**config.mk**
```make
export PLATFORM = sky130hd
export DESIGN_NAME = bgp_enable_seq
export DESIGN_NICKNAME = d
export VERILOG_FILES = /design/src/rtl/bgp_enable_seq_pkg.sv /design/src/rtl/bgp_down_counter.sv /design/src/rtl/bgp_enable_seq.sv
export SDC_FILE = /design/constraint.sdc
export NUM_CORES = 1
export LEC_CHECK = 0
export ABC_AREA = 1
export BUFFER_PORTS_ARGS = -buffer_cell sky130_fd_sc_hd__buf_2
export CAP_MARGIN = 20
export CORE_ASPECT_RATIO = 0.7
export CORE_MARGIN = 1.5
export CORE_UTILIZATION = 63
export DETAILED_ROUTE_END_ITERATION = 8
export PLACE_DENSITY = 0.89
export SYNTH_ARGS = -nofsm -noshare
export SYNTH_HDL_FRONTEND = slang
export SYNTH_HIERARCHICAL = 1
export SYNTH_SLANG_ARGS = --single-unit
```
**constraint.sdc**
```tcl
create_clock -name clk -period 4.6 [get_ports clk]
set_input_delay 0.92 -clock clk [delete_from_list [all_inputs] [get_ports clk]]
set_output_delay 0.92 -clock clk [all_outputs]
set_load 0.005 [all_outputs]
```
**src/rtl/bgp_enable_seq_pkg.sv**
```systemverilog
// bgp_enable_seq_pkg: state encoding and default timing for the bandgap enable sequencer
package bgp_enable_seq_pkg;
  localparam int ST_W = 2;
  localparam int DEF_SETTLE_CYCLES = 1000;
  localparam int DEF_OFF_CYCLES = 100;
  localparam int DEF_CNT_W = 16;
  typedef enum logic [ST_W-1:0] {
    ST_OFF       = 2'd0,
    ST_SETTLE    = 2'd1,
    ST_READY     = 2'd2,
    ST_DISCHARGE = 2'd3
  } state_t;
endpackage

```
**src/rtl/bgp_down_counter.sv**
```systemverilog
// bgp_down_counter: loadable down counter that holds at zero, with a zero flag
module bgp_down_counter #(
  parameter int CNT_W = 16
) (
  input  logic             clk,
  input  logic             resetn,
  input  logic             i_load,
  input  logic [CNT_W-1:0] i_load_val,
  output logic             o_zero
);
  logic [CNT_W-1:0] r_cnt;
  always_ff @(posedge clk or negedge resetn)
    if (!resetn) r_cnt <= '0;
    else if (i_load) r_cnt <= i_load_val;
    else if (!o_zero) r_cnt <= r_cnt - 1'b1;
  assign o_zero = r_cnt == '0;
endmodule

```
**src/rtl/bgp_enable_seq.sv**
```systemverilog
// bgp_enable_seq: bandgap EN sequencer with settle delay before ready and minimum discharge time
module bgp_enable_seq
  import bgp_enable_seq_pkg::*;
#(
  parameter int SETTLE_CYCLES = DEF_SETTLE_CYCLES,
  parameter int OFF_CYCLES    = DEF_OFF_CYCLES,
  parameter int CNT_W         = DEF_CNT_W
) (
  input  logic             clk,
  input  logic             resetn,
  input  logic             req,
  input  logic             force_off,
  input  logic [CNT_W-1:0] settle_cfg,
  output logic             bg_en,
  output logic             bg_ready,
  output logic [ST_W-1:0]  state
);
  localparam logic [CNT_W-1:0] SETTLE_M1 = CNT_W'(SETTLE_CYCLES - 1);
  localparam logic [CNT_W-1:0] OFF_M1    = CNT_W'(OFF_CYCLES - 1);
  state_t           r_state, w_next;
  logic             r_bg_en, r_bg_ready;
  logic             w_on, w_zero, w_load;
  logic [CNT_W-1:0] w_settle, w_load_val;
  assign w_on     = req && !force_off;
  assign w_settle = (settle_cfg != '0) ? settle_cfg - 1'b1 : SETTLE_M1;
  always_comb begin
    w_next = r_state;
    case (r_state)
      ST_OFF:       w_next = w_on ? ST_SETTLE : ST_OFF;
      ST_SETTLE:    w_next = !w_on ? ST_DISCHARGE : w_zero ? ST_READY : ST_SETTLE;
      ST_READY:     w_next = w_on ? ST_READY : ST_DISCHARGE;
      ST_DISCHARGE: w_next = w_zero ? ST_OFF : ST_DISCHARGE;
    endcase
  end
  // counter is reloaded on every state change; only SETTLE and DISCHARGE use its value
  assign w_load     = w_next != r_state;
  assign w_load_val = (w_next == ST_SETTLE) ? w_settle : (w_next == ST_DISCHARGE) ? OFF_M1 : '0;
  bgp_down_counter #(.CNT_W(CNT_W)) u_cnt (
    .clk       (clk),
    .resetn    (resetn),
    .i_load    (w_load),
    .i_load_val(w_load_val),
    .o_zero    (w_zero)
  );
  always_ff @(posedge clk or negedge resetn)
    if (!resetn) begin
      r_state    <= ST_OFF;
      r_bg_en    <= 1'b0;
      r_bg_ready <= 1'b0;
    end else begin
      r_state    <= w_next;
      r_bg_en    <= (w_next == ST_SETTLE) || (w_next == ST_READY);
      r_bg_ready <= w_next == ST_READY;
    end
  assign bg_en    = r_bg_en;
  assign bg_ready = r_bg_ready;
  assign state    = r_state;
endmodule

```
==> flow_metrics.env <==
export IMPL_max_stage_delay_ns=0.40
export IMPL_synth_area_top_cells="dfrtp_1, nand2_1, inv_1"
export IMPL_endpoint="u_cnt/r_cnt[0]$_DFFE_PN0P_"
export IMPL_clk_pin_slew_worst_paths_ns=0.07
export IMPL_crit_slowest_cell="dfrtp_1"
export IMPL_clock_path_buffers=2
export IMPL_drt_total_wl_um=4219
export IMPL_holdCritPathClass="register to register"
export IMPL_drcViolationCount=0
export IMPL_period_share=0.6463
export IMPL_worstSetupStartpoint="u_cnt/r_cnt[0]$_DFFE_PN0P_"
export IMPL_slew_violations=0
export IMPL_coreArea_um2=2883
export IMPL_worstMarginPinSlew_ns=0.4588
export IMPL_leakage_uw=0.001133
export IMPL_dr_pass1_iters=4
export IMPL_antenna_cells=0
export IMPL_grtUsageTotal=0.2785
export IMPL_drt_iter0_markers=145
export IMPL_cts_root_buf="clkbuf_8"
export IMPL_synth_seq_cells=20
export IMPL_arrival_ns=3.12
export IMPL_pwr_density_cell_nw_per_um2=160.5
export IMPL_r2r_start="u_cnt/r_cnt[0]$_DFFE_PN0P_"
export IMPL_clk_latency_ns=0.25
export IMPL_syn_nets=338
export IMPL_synth_cell_types=28
export IMPL_r2r_end="u_cnt/r_cnt[0]$_DFFE_PN0P_"
export IMPL_ios=24
export IMPL_max_freq_ghz=0.3364
export IMPL_status="complete, no violations"
export IMPL_overflow=0
export IMPL_routedWlPerCell_um=11.31
export IMPL_critPathLaunchType="register"
export IMPL_avgSynthCellArea_um2=6.272
export IMPL_clock_skew_ns=0.002356
export IMPL_synth_top_area_share=0.2549
export IMPL_ys_seq_area_frac=0.2549
export IMPL_grt_pass1_wl_um=7686
export IMPL_cts_tree="yes"
export IMPL_die_w_um=69.72
export IMPL_syn_inst=313
export IMPL_hold_buffers=0
export IMPL_placementRows=16
export IMPL_grt_max_degree=21
export IMPL_via_count=1918
export IMPL_gp_congestion=0.9216
export IMPL_synth_commonest_cells="nand2_1, inv_1, nor2_1"
export IMPL_holdPathStages=2
export IMPL_async_flop_share=1.000
export IMPL_fp_dieH_um=49.71
export IMPL_cap_violations=0
export IMPL_viasPerCell=5.142
export IMPL_ir_drop_uv=225.0
export IMPL_worstHoldStart="u_cnt/r_cnt[1]$_DFFE_PN0P_"
export IMPL_finalPower_uw=347.5
export IMPL_rsz0062_at_grt="false"
export IMPL_cts_resized=0
export IMPL_initial_utilization=0.6810
export IMPL_max_slew_margin=0.6938
export IMPL_rr_worst_depth=18
export IMPL_synthesis_area_um2=1963
export IMPL_critPathKind="register to register"
export IMPL_placed_cells=369
export IMPL_cts_num_sinks=20
export IMPL_cpMostUsedCell="inv_1"
export IMPL_rrSetupSlack_ns=1.63
export IMPL_synth_edf_count=0
export IMPL_first_global_vias=1732
export IMPL_setup_viol_count_final=0
export IMPL_end_kind="register"
export IMPL_cts_post_setup_buffers_inserted=0
export IMPL_cts_buffers=3
export IMPL_postRouteAntennaNets=0
export IMPL_yosysWarnings=6
export IMPL_yosysMostFrequentCell="nand2_1"
export IMPL_portBuffers=23
export IMPL_dpl_hpwl_um=3462
export IMPL_hold_viol=0
export IMPL_yosys_area_top_type="dfrtp_1"
export IMPL_antenna_found_initial=0
export IMPL_worstPathRequired_ns=4.74
export IMPL_cts_max_level=1
export IMPL_dieArea_um2=3465
export IMPL_worstPathMaxFanout=9
export IMPL_layout_drive_gt1_share=0.1869
export IMPL_fin_nets=363
export IMPL_crit_chain="inv_1, ha_1, inv_1, nor2_4, nand4_4, inv_1, inv_1, o21ai_0, nand2_1, inv_1, ha_1, inv_1, nand2_1, o21ai_1, nand2_1, o21ai_0, nand2_1, o21ai_1"
export IMPL_setup_tns_ns=0
export IMPL_holdWs_ns=0.5615
export IMPL_final_cells=373
export IMPL_syn2layout_area_growth_pct=10.26
export IMPL_ys_flop_type="dfrtp_1"
export IMPL_post_route_min_period_ns=2.973
logic make-up (layout without fill, tap and decap cells):
family	Yosys count	in the layout	synth area share
DFF	20	20	0.2549
adders and majority gates	5	5	0.03187
and+or+nand+nor	201	201	0.5022
buffers and inverters	50	74	0.09879
AOI/OAI and AO/OA	29	29	0.07648
xor gates and xnor gates	8	8	0.03569
power breakdown:
group,total (µW),switching [µW],internal [µW],leakage (µW)
Clock,130,54.3,76.0,0.0000288
Sequential,176,0,176,0.000223
Combinational,41.4,26.6,14.8,0.000881
Total,347,80.9,267,0.00113
per-layer routing:
layer	track usage	wire, µm	part of all wire
met2	0.4279	1753	0.42
met1	0.4238	2195	0.52
met3	0.04908	254	0.060
met4	0.03205	16	0.0038
met5	0	0	0
state kept, by name, indices dropped and copies added, names as in the netlist:
register     flops
u_cnt/r_cnt     16
bg_en            1
bg_ready         1
state            2
layout make-up:
| class | count | area (µm²) |
|---|---|---|
| fillers | 258 | 718.2 |
| flip-flops and latches | 20 | 500.5 |
| well taps | 36 | 45.04 |
| inverters | 46 | 172.7 |
| repair buffers | 24 | 122.6 |
| clock buffers | 4 | 55.05 |
| multi-input cells | 243 | 1269 |
critical path: cells and delay by family (launching register included):
| kind | cells | cell delay (ns) |
|---|---|---|
| buffers and inverters | 6 | 0.70 |
| AO/OA/AOI/OAI | 4 | 0.38 |
| AND/OR/NAND/NOR | 6 | 0.79 |
| adder cells (fa/ha/maj) | 2 | 0.59 |
| flip-flops | 1 | 0.40 |
stage by stage:
step	cell area [µm²]	util	setup slack, ns
2_1_floorplan	1963	-	2.177
3_3_place_gp	2110	0.7318	1.925
3_5_place_dp	2110	0.7318	1.705
4_1_cts	2165	0.7509	1.618
5_1_grt	2165	0.7509	1.219
6_report	2165	0.7509	1.627
layout by cell type, fill, tap and decap left out, types with 2 or more instances in the layout:
| cell | count |
|---|---|
| a21oi_1 | 9 |
| buf_2 | 23 |
| clkbuf_8 | 4 |
| dfrtp_1 | 20 |
| ha_1 | 5 |
| inv_1 | 42 |
| inv_2 | 4 |
| nand2_1 | 101 |
| nand2_2 | 9 |
| nand3_1 | 25 |
| nand3_4 | 2 |
| nand3b_1 | 4 |
| nor2_1 | 38 |
| nor2_2 | 7 |
| nor2_4 | 9 |
| o21ai_0 | 12 |
| o21ai_1 | 6 |
| xnor2_1 | 2 |
| xor2_1 | 6 |
how the worst min path moves through the flow:
stage	to	slack [ns]
floorplan	u_cnt/r_cnt[1]$_DFFE_PN0P_	0.52
global placement	u_cnt/r_cnt[1]$_DFFE_PN0P_	0.54
detailed placement	u_cnt/r_cnt[1]$_DFFE_PN0P_	0.55
CTS	u_cnt/r_cnt[1]$_DFFE_PN0P_	0.56
global route	u_cnt/r_cnt[1]$_DFFE_PN0P_	0.60
finish	u_cnt/r_cnt[1]$_DFFE_PN0P_	0.56
Power figures use the tool's default switching activity.
